`config.mk`:
```
export PLATFORM = sky130hd
export DESIGN_NAME = hazard_forwarding_ctrl
export DESIGN_NICKNAME = d
export VERILOG_FILES = /design/src/rtl/hfc_pkg.sv /design/src/rtl/hfc_md_counter.sv /design/src/rtl/hazard_forwarding_ctrl.sv
export SDC_FILE = /design/constraint.sdc
export NUM_CORES = 1
export LEC_CHECK = 0
export BUFFER_PORTS_ARGS = -buffer_cell sky130_fd_sc_hd__buf_2
export CAP_MARGIN = 20
export CORE_MARGIN = 2
export CORE_UTILIZATION = 45
export CTS_BUF_LIST = sky130_fd_sc_hd__clkbuf_2 sky130_fd_sc_hd__clkbuf_4 sky130_fd_sc_hd__clkbuf_8
export CTS_CLUSTER_SIZE = 40
export DETAILED_ROUTE_END_ITERATION = 10
export HOLD_SLACK_MARGIN = 0.03
export PLACE_DENSITY = 0.74
export SLEW_MARGIN = 20
export SYNTH_ARGS = -nofsm -noshare
export SYNTH_HDL_FRONTEND = slang
export SYNTH_SLANG_ARGS = --single-unit
```
`constraint.sdc`:
```
create_clock -name clk -period 2.2 [get_ports clk]
set_input_delay 0.11 -clock clk [delete_from_list [all_inputs] [get_ports clk]]
set_output_delay 0.11 -clock clk [all_outputs]
set_load 0.01 [all_outputs]
```
`src/rtl/hfc_pkg.sv`:
```
// Shared types and constants for the EX-stage hazard/forwarding controller.
package hfc_pkg;

  localparam int unsigned SHADOW_AW = 5;

  localparam logic [1:0] FWD_RF   = 2'b00;
  localparam logic [1:0] FWD_EXMM = 2'b01;
  localparam logic [1:0] FWD_MMWB = 2'b10;

  typedef enum logic [1:0] {
    RUN        = 2'd0,
    LOAD_STALL = 2'd1,
    MD_WAIT    = 2'd2
  } hfc_state_e;

  // Full register-tag metadata of the instruction sitting in EX.
  typedef struct packed {
    logic                 valid;
    logic [SHADOW_AW-1:0] rs;
    logic [SHADOW_AW-1:0] rt;
    logic                 use_rs;
    logic                 use_rt;
    logic [SHADOW_AW-1:0] rd;
    logic                 regwrite;
    logic                 memread;
    logic                 md_start;
  } rr_ex_t;

  // Only the destination tag matters once an instruction has left EX.
  typedef struct packed {
    logic                 regwrite;
    logic [SHADOW_AW-1:0] rd;
  } fwd_src_t;

  typedef struct packed {
    fwd_src_t src;
    logic     memread;
  } ex_mm_t;

endpackage

```
`src/rtl/hfc_md_counter.sv`:
```
// Mul/div occupancy down-counter with a registered zero flag.
module hfc_md_counter #(
  parameter int unsigned CNT_W    = 3,
  parameter int unsigned LOAD_VAL = 3
) (
  input  logic clk,
  input  logic rst_n,
  input  logic load,
  input  logic dec,
  output logic zero
);

  logic [CNT_W-1:0] count_q;

  // Load has priority so a back-to-back mul/div restarts cleanly.
  always_ff @(posedge clk or negedge rst_n) begin
    if (!rst_n) begin
      count_q <= '0;
      zero    <= 1'b1;
    end else if (load) begin
      count_q <= CNT_W'(LOAD_VAL);
      zero    <= (LOAD_VAL == 0);
    end else if (dec && !zero) begin
      count_q <= count_q - CNT_W'(1);
      zero    <= (count_q == CNT_W'(1));
    end
  end

endmodule

```
`src/rtl/hazard_forwarding_ctrl.sv`:
```
// EX operand forwarding selects plus load-use and mul/div stall control,
// driven from a private shadow pipeline of register tags.
module hazard_forwarding_ctrl
  import hfc_pkg::*;
#(
  parameter int unsigned REG_AW     = 5,
  parameter int unsigned MD_LATENCY = 4,
  parameter int unsigned CNT_W      = 3
) (
  input  logic              clk,
  input  logic              rst_n,
  input  logic              valid_rr,
  input  logic [REG_AW-1:0] rs_rr,
  input  logic [REG_AW-1:0] rt_rr,
  input  logic              use_rs_rr,
  input  logic              use_rt_rr,
  input  logic [REG_AW-1:0] rd_rr,
  input  logic              regwrite_rr,
  input  logic              memread_rr,
  input  logic              md_start_rr,
  input  logic              md_use_rr,
  input  logic              flush_ex,
  output logic [1:0]        Forwarding_control_1,
  output logic [1:0]        Forwarding_control_2,
  output logic              stall_pc,
  output logic              bubble_rr_ex,
  output logic              md_busy
);

  rr_ex_t     rr_in;
  rr_ex_t     rr_ex;
  ex_mm_t     ex_mm;
  fwd_src_t   mm_wb;
  hfc_state_e state;
  hfc_state_e state_next;

  logic load_use;
  logic md_hazard;
  logic md_enter;
  logic cnt_zero;
  logic cnt_load;
  logic cnt_dec;

  // RR-stage instruction packed into shadow form.
  always_comb begin
    rr_in          = '0;
    rr_in.valid    = valid_rr;
    rr_in.rs       = SHADOW_AW'(rs_rr);
    rr_in.rt       = SHADOW_AW'(rt_rr);
    rr_in.use_rs   = use_rs_rr;
    rr_in.use_rt   = use_rt_rr;
    rr_in.rd       = SHADOW_AW'(rd_rr);
    rr_in.regwrite = regwrite_rr;
    rr_in.memread  = memread_rr;
    rr_in.md_start = md_start_rr;
  end

  // Shadow pipeline; a bubble or flush turns the EX slot into a NOP.
  always_ff @(posedge clk or negedge rst_n) begin
    if (!rst_n) begin
      rr_ex <= '0;
      ex_mm <= '0;
      mm_wb <= '0;
    end else begin
      rr_ex             <= bubble_rr_ex ? '0 : rr_in;
      ex_mm.src.regwrite <= rr_ex.regwrite;
      ex_mm.src.rd       <= rr_ex.rd;
      ex_mm.memread      <= rr_ex.memread;
      mm_wb             <= ex_mm.src;
    end
  end

  // Nearest producer wins; r0 and unused or invalid sources never forward.
  function automatic logic [1:0] fwd_sel(
    input logic                 vld,
    input logic                 use_src,
    input logic [SHADOW_AW-1:0] src,
    input fwd_src_t             exmm,
    input fwd_src_t             mmwb
  );
    fwd_sel = FWD_RF;
    if (vld && use_src && (src != '0)) begin
      if (exmm.regwrite && (exmm.rd == src)) begin
        fwd_sel = FWD_EXMM;
      end else if (mmwb.regwrite && (mmwb.rd == src)) begin
        fwd_sel = FWD_MMWB;
      end
    end
  endfunction

  always_comb begin
    Forwarding_control_1 = fwd_sel(rr_ex.valid, rr_ex.use_rs, rr_ex.rs, ex_mm.src, mm_wb);
    Forwarding_control_2 = fwd_sel(rr_ex.valid, rr_ex.use_rt, rr_ex.rt, ex_mm.src, mm_wb);
  end

  // Hazard detection against the load currently in EX.
  always_comb begin
    load_use = 1'b0;
    if (valid_rr && rr_ex.memread && (rr_ex.rd != '0)) begin
      load_use = (use_rs_rr && (rr_in.rs == rr_ex.rd)) ||
                 (use_rt_rr && (rr_in.rt == rr_ex.rd));
    end
  end

  assign md_enter = rr_ex.md_start;

  hfc_md_counter #(
    .CNT_W    (CNT_W),
    .LOAD_VAL (MD_LATENCY - 1)
  ) u_md_cnt (
    .clk   (clk),
    .rst_n (rst_n),
    .load  (cnt_load),
    .dec   (cnt_dec),
    .zero  (cnt_zero)
  );

  always_ff @(posedge clk or negedge rst_n) begin
    if (!rst_n) begin
      state <= RUN;
    end else begin
      state <= state_next;
    end
  end

  // Next state and counter control; a mul/div entering EX always takes precedence.
  always_comb begin
    state_next = state;
    cnt_load   = 1'b0;
    cnt_dec    = 1'b0;
    case (state)
      RUN: begin
        if (md_enter) begin
          state_next = MD_WAIT;
          cnt_load   = 1'b1;
        end else if (load_use && !flush_ex) begin
          state_next = LOAD_STALL;
        end
      end
      LOAD_STALL: begin
        if (md_enter) begin
          state_next = MD_WAIT;
          cnt_load   = 1'b1;
        end else begin
          state_next = RUN;
        end
      end
      MD_WAIT: begin
        if (md_enter) begin
          cnt_load = 1'b1;
        end else if (cnt_zero) begin
          state_next = RUN;
        end else begin
          cnt_dec = 1'b1;
        end
      end
      default: state_next = RUN;
    endcase
  end

  // Stall/bubble outputs; flush suppresses the PC hold but still bubbles EX.
  always_comb begin
    md_hazard    = 1'b0;
    stall_pc     = 1'b0;
    bubble_rr_ex = flush_ex;
    case (state)
      RUN: begin
        stall_pc     = load_use && !flush_ex;
        bubble_rr_ex = load_use || flush_ex;
      end
      MD_WAIT: begin
        md_hazard    = !cnt_zero && valid_rr && md_use_rr;
        stall_pc     = (load_use || md_hazard) && !flush_ex;
        bubble_rr_ex = load_use || md_hazard || flush_ex;
      end
      default: begin
        stall_pc     = 1'b0;
        bubble_rr_ex = flush_ex;
      end
    endcase
  end

  always_ff @(posedge clk or negedge rst_n) begin
    if (!rst_n) begin
      md_busy <= 1'b0;
    end else begin
      md_busy <= (state_next == MD_WAIT);
    end
  end

  // A load result is not available at EX/MM; the load-use stall must prevent this.
  always @(posedge clk) begin
    if (rst_n) begin
      assert (!(ex_mm.memread && ((Forwarding_control_1 == FWD_EXMM) ||
                                  (Forwarding_control_2 == FWD_EXMM))));
    end
  end

endmodule

```
-- Yosys cells after proc, flatten, opt, wreduce, memory -nomap -nowiden
Index checks and enable logic that the tools add are counted.
- add/sub/neg operators: 1
- eq/ne operators: 10
- mux-type cells: 25
- reductions and logical operators: 29
- operator list (kind ; number):
    == test 5 bit ; 6
    two-way mux 2 bit ; 11
    two-way mux 21 bit ; 1
    logical AND 1 bit ; 17
    nonzero test 5 bit ; 3
    two-way mux 1 bit ; 8
    two-way mux 3 bit ; 2
    case mux 2 bit (3 select lines) ; 1
    == test 2 bit, second input constant ; 2
    logical OR 1 bit ; 4
    case mux 1 bit (2 select lines) ; 2
    == test 3 x 1 -> 1 bit, second input constant ; 1
    OR reduction 3 bit ; 1
    subtractor 3 x 1 -> 3 bit, second input constant ; 1
    == test 2 x 1 -> 1 bit, second input constant ; 1
    logical NOT 1 bit ; 2
    logical NOT 2 bit ; 1
    nonzero test 2 bit ; 1
- register bits after elaboration: 40
- bits of input ports: 25
- output and inout bits: 7

-- Longest topological paths before layout
- depth in word-level cells: 9
- depth in mapped cells: 5
- gate-level depth less buffers: 5

-- Cells and area by module
A second synthesis with hierarchy kept.
- cell total of the unflattened synthesis: 172
- area, all modules: 2072.0 µm²
- modules (own cells, without submodules) (module ; times used ; cells each ; area an instance (µm²) ; sequential area each (µm²)):
    hazard_forwarding_ctrl ; 1 ; 153 ; 1870.5 ; 900.9
    hfc_md_counter ; 1 ; 19 ; 201.4 ; 101.3

-- Worst setup path before layout
Ideal clock, no wire load.
- path type: register -> register
- start point: register rr_ex[3] in the netlist's numbering
- end point: register rr_ex[10] in the netlist's numbering
- setup time: 112 ps
- arrival time: 1678 ps
- data required time: 2088 ps
- slack: 410 ps
- cell stages (with the launch flop): 6
- buffers on the path: 1
- clock period less this slack: 1790 ps
- cells stage by stage: dfrtp_1 -> or3_1 -> o311a_1 -> nor2b_4 -> buf_6 -> a2111oi_2
- cells in the longest elaborated chain, start to end: 8
- elaborated cells on any way between the ends: 13
- ends and longest elaborated chain (element ; line ; text):
    start: declaration ; hazard_forwarding_ctrl.sv:31 ; rr_ex_t rr_ex;
    start signal: assignment ; hazard_forwarding_ctrl.sv:65 ; rr_ex <= bubble_rr_ex ? '0 : rr_in;
    == test 5 bit, on equally long branches ; hazard_forwarding_ctrl.sv:100, hazard_forwarding_ctrl.sv:101 ;
    logical AND 1 bit, on equally long branches ; hazard_forwarding_ctrl.sv:100, hazard_forwarding_ctrl.sv:101 ;
    logical OR 1 bit ; hazard_forwarding_ctrl.sv:100 ; load_use = (use_rs_rr && (rr_in.rs == rr_ex.rd)) ||
    two-way mux 1 bit * ; hazard_forwarding_ctrl.sv:99 ; if (valid_rr && rr_ex.memread && (rr_ex.rd != '0)) begin
    logical OR 1 bit (2 in series) ; hazard_forwarding_ctrl.sv:174 ; bubble_rr_ex = load_use || md_hazard || flush_ex;
    case mux 1 bit (2 select lines) * ; hazard_forwarding_ctrl.sv:166 ; case (state)
    two-way mux 21 bit * ; hazard_forwarding_ctrl.sv:65 ;
Mark *: on every way between the ends. The rest lies on a longest branch, timed or not.
A chain may end at the register's enable or synchronous reset.

-- Final worst setup path
- start point: register rr_ex[3] in the netlist's numbering
- end point: output port bubble_rr_ex
- cells in the longest elaborated chain, start to end: 7
- elaborated cells on any way between the ends: 12
- ends and longest elaborated chain (element ; line ; text):
    == test 5 bit, on equally long branches ; hazard_forwarding_ctrl.sv:100, hazard_forwarding_ctrl.sv:101 ;
    logical AND 1 bit, on equally long branches ; hazard_forwarding_ctrl.sv:100, hazard_forwarding_ctrl.sv:101 ;
    logical OR 1 bit ; hazard_forwarding_ctrl.sv:100 ;
    two-way mux 1 bit * ; hazard_forwarding_ctrl.sv:99 ;
    logical OR 1 bit (2 in series) ; hazard_forwarding_ctrl.sv:174 ;
    case mux 1 bit (2 select lines) * ; hazard_forwarding_ctrl.sv:166 ;
    end: declaration ; hazard_forwarding_ctrl.sv:26 ; output logic bubble_rr_ex,
Marked as above.

==> impl_metrics.env <==
export IMPL_syn_nets=202
export IMPL_post_drt_wl_per_cell_um=15.1
export IMPL_antenna_found_initial=0
export IMPL_power_internal_mw=1.42
export IMPL_max_slew_margin=0.419
export IMPL_diodes=0
export IMPL_synth_cell_types=40
export IMPL_syn_avg_cell_area_um2=11.8
export IMPL_crit_path_end_kind="primary output"
export IMPL_die_h_um=71.8
export IMPL_ir_drop_uv=385
export IMPL_syn_inst=175
export IMPL_critPathRequiredTime_ns=2.09
export IMPL_cp_arrival_ns=2.00
export IMPL_setup_tns_ns=0
export IMPL_grt_pass1_vias=1425
export IMPL_min_period_over_period=0.959
export IMPL_vias=1407
export IMPL_final_hold_viol_count=0
export IMPL_rrSetupSlack_ns=0.15
export IMPL_synth_seq_cells=40
export IMPL_p_sw_frac=0.294
export IMPL_pin_count=32
export IMPL_worstSetupPathType="reg -> out"
export IMPL_rows=24
export IMPL_ctsHtreeMaxLevel=2
export IMPL_die_w_um=71.8
export IMPL_layout_cells_non_filler=266
export IMPL_r2r_end="rr_ex[5]"
export IMPL_drtAntennaViolNets=0
export IMPL_final_cell_mix="dfrtp_1, buf_2, inv_1"
export IMPL_tightest_slew_ns=0.871
export IMPL_crit_path_max_fanout=4
export IMPL_cts_sinks=40
export IMPL_grtUsageTotal=0.178
export IMPL_drt_iter0_markers=47
export IMPL_grt_overflow=0
export IMPL_grt_pass1_wl_um=6910
export IMPL_clkPwrFrac=0.294
export IMPL_dr_wl_met2_um=2090
export IMPL_crit_end="bubble_rr_ex"
export IMPL_cts_buffer_depth=2
export IMPL_cp_startpoint="rr_ex[3]"
export IMPL_seqPwrFrac=0.476
export IMPL_slew_violations=0
export IMPL_path_clk_slew_ns=0.07
export IMPL_core_area_mm2=0.00438
export IMPL_synth_area_mm2=0.00207
export IMPL_synth_top_area_frac=0.472
export IMPL_clkLatencyLatePin_ns=0.29
export IMPL_yosys_warnings=0
export IMPL_drv_cap=0
export IMPL_place_gp_congestion=0.810
export IMPL_vias_per_cell=5.29
export IMPL_wl_met3_um=109
export IMPL_fin_nets=240
export IMPL_start_kind="flop"
export IMPL_synth_largest_area_cell="dfrtp_1"
export IMPL_reg2reg_from="rr_ex[3]"
export IMPL_routed_wirelength_um=4020
export IMPL_portBuffers=31
export IMPL_synth_ff_type="dfrtp_1"
export IMPL_leakagePower_nw=1.16
export IMPL_initial_core_util=0.471
export IMPL_hpwl_um=3020
export IMPL_min_path_cells=3
export IMPL_synth_edff_count=0
export IMPL_grt_max_degree=41
export IMPL_post_route_min_period_ns=2.11
export IMPL_ys_seq_area_frac=0.485
export IMPL_p_comb_frac=0.229
export IMPL_dieArea_mm2=0.00515
export IMPL_run_status="completed"
export IMPL_clock_skew_ns=0.00422
export IMPL_power_switching_mw=0.589
export IMPL_powerDensity_mw_per_mm2=818
export IMPL_area_growth_pct=18.6
export IMPL_wl_met1_um=1750
export IMPL_drive_above_1_share=0.336
export IMPL_drt_pass1_iterations=4
export IMPL_drcViolationCount=0
export IMPL_cts_root_buf="clkbuf_8"
export IMPL_top_layer="met4"
export IMPL_tritoncts="done"
export IMPL_r2r_cells=5
export IMPL_fmax_mhz=474
export IMPL_final_common_cell="dfrtp_1"
export IMPL_ys_async_sr_fraction=1.00
export IMPL_hold_path_class="in -> reg"
export IMPL_dp_cells=252
export IMPL_setup_viol=0
export IMPL_cts_buffers=5
export IMPL_synthTopCellsByArea="dfrtp_1, a2111oi_2, xor2_1"
-- worst max-delay path, stage by stage (launching register included) --
cell and delay [ns]:
dfrtp_1 0.41, or3_1 0.38, o311a_1 0.35, nor2b_4 0.14, a211o_1 0.29, buf_2 0.14
-- through the flow --
step                      hold slack (ns)  power [mW]  instance area, µm²  utilization  worst slack [ns]
final                              0.0435        2.01                2450        0.559            0.0894
after global routing               0.0525        2.13                2450        0.559           -0.0146
after CTS                          0.0395        2.02                2430        0.555            0.0589
after detailed placement            0.269        1.42                2280        0.521             0.186
after global placement              0.269        1.41                2280        0.521             0.292
after floorplan                    -0.186        1.28                2070            -             0.410
-- how the worst min path moves through the flow --
stage / startpoint / to / slack, ns
after floorplan: rst_n / ex_mm[1] / -0.19
after global placement: rst_n / rr_ex[7] / 0.27
after detailed placement: rst_n / rr_ex[7] / 0.27
after CTS: memread_rr / rr_ex[1] / 0.04
after global routing: rd_rr[0] / rr_ex[3] / 0.05
final: memread_rr / rr_ex[1] / 0.04
-- per-layer routing --
metal,up-vias,global-route usage
met5,-,0
met3,6,0.0295
met2,25,0.312
met1,672,0.220
met4,0,0.0692
li1,704,-
-- state kept, by name, indices dropped and copies added (netlist names) --
register / cells
ex_mm: 6
md_busy: 1
md_enter: 1
mm_wb: 6
rr_ex: 20
state: 2
u_md_cnt.count_q: 3
u_md_cnt.zero: 1
-- synthesized netlist by cell type, types with 2 or more instances --
library cell,count
nand4_1,3
nor2_1,4
nor3b_1,2
buf_6,2
clkbuf_1,4
nor3_1,3
inv_1,25
dfrtp_1,39
o211ai_1,2
xor2_1,17
nand3_1,4
a2111oi_2,19
buf_2,2
ha_1,2
a21boi_0,2
nor4_1,5
or4_1,2
xnor2_1,13
o22a_1,2
nand2_1,2
a2111oi_1,2
-- power groups by stage --
| stage | Sequential (mW) | Combinational [mW] | Clock (mW) |
|---|---|---|---|
| finish | 0.956 | 0.460 | 0.591 |
| global placement | 0.965 | 0.442 | 0 |
| global route | 0.971 | 0.522 | 0.634 |
| floorplan | 0.948 | 0.331 | 0 |
| detailed placement | 0.969 | 0.452 | 0 |
| CTS | 0.954 | 0.460 | 0.608 |
-- repair_timing --
| item | 4_1_cts | 5_1_grt |
|---|---|---|
| buffers inserted | 1 | 2 |
| gates resized for setup | 0 | 1 |
| pin swaps | 0 | 1 |
| cloned | 1 | 0 |
| endpoints found under the setup margin | 1 | 2 |
| hold buffers | 2 | 0 |
| hold endpoints to repair | 40 | 0 |
-- final cells by class --
cell class	count	area, µm²
fillers	383	1930
flip-flops and latches	40	1000
multi-input cells	101	943
repair buffers	39	233
inverters	26	97.6
clock buffers	6	76.3
well taps	52	65.1
clock inverters	2	35.0
-- cells by family after synthesis --
kind of cell / count (synthesis) / share of synthesized area
AOI/OAI and AO/OA: 37 / 0.212
and+or+nand+nor: 30 / 0.0866
DFF: 40 / 0.485
xor gates and xnor gates: 30 / 0.127
muxes: 1 / 0.00484
buffers and inverters: 35 / 0.0720
adders and majority gates: 2 / 0.0121
No activity file was read; power rests on OpenSTA's default activity.
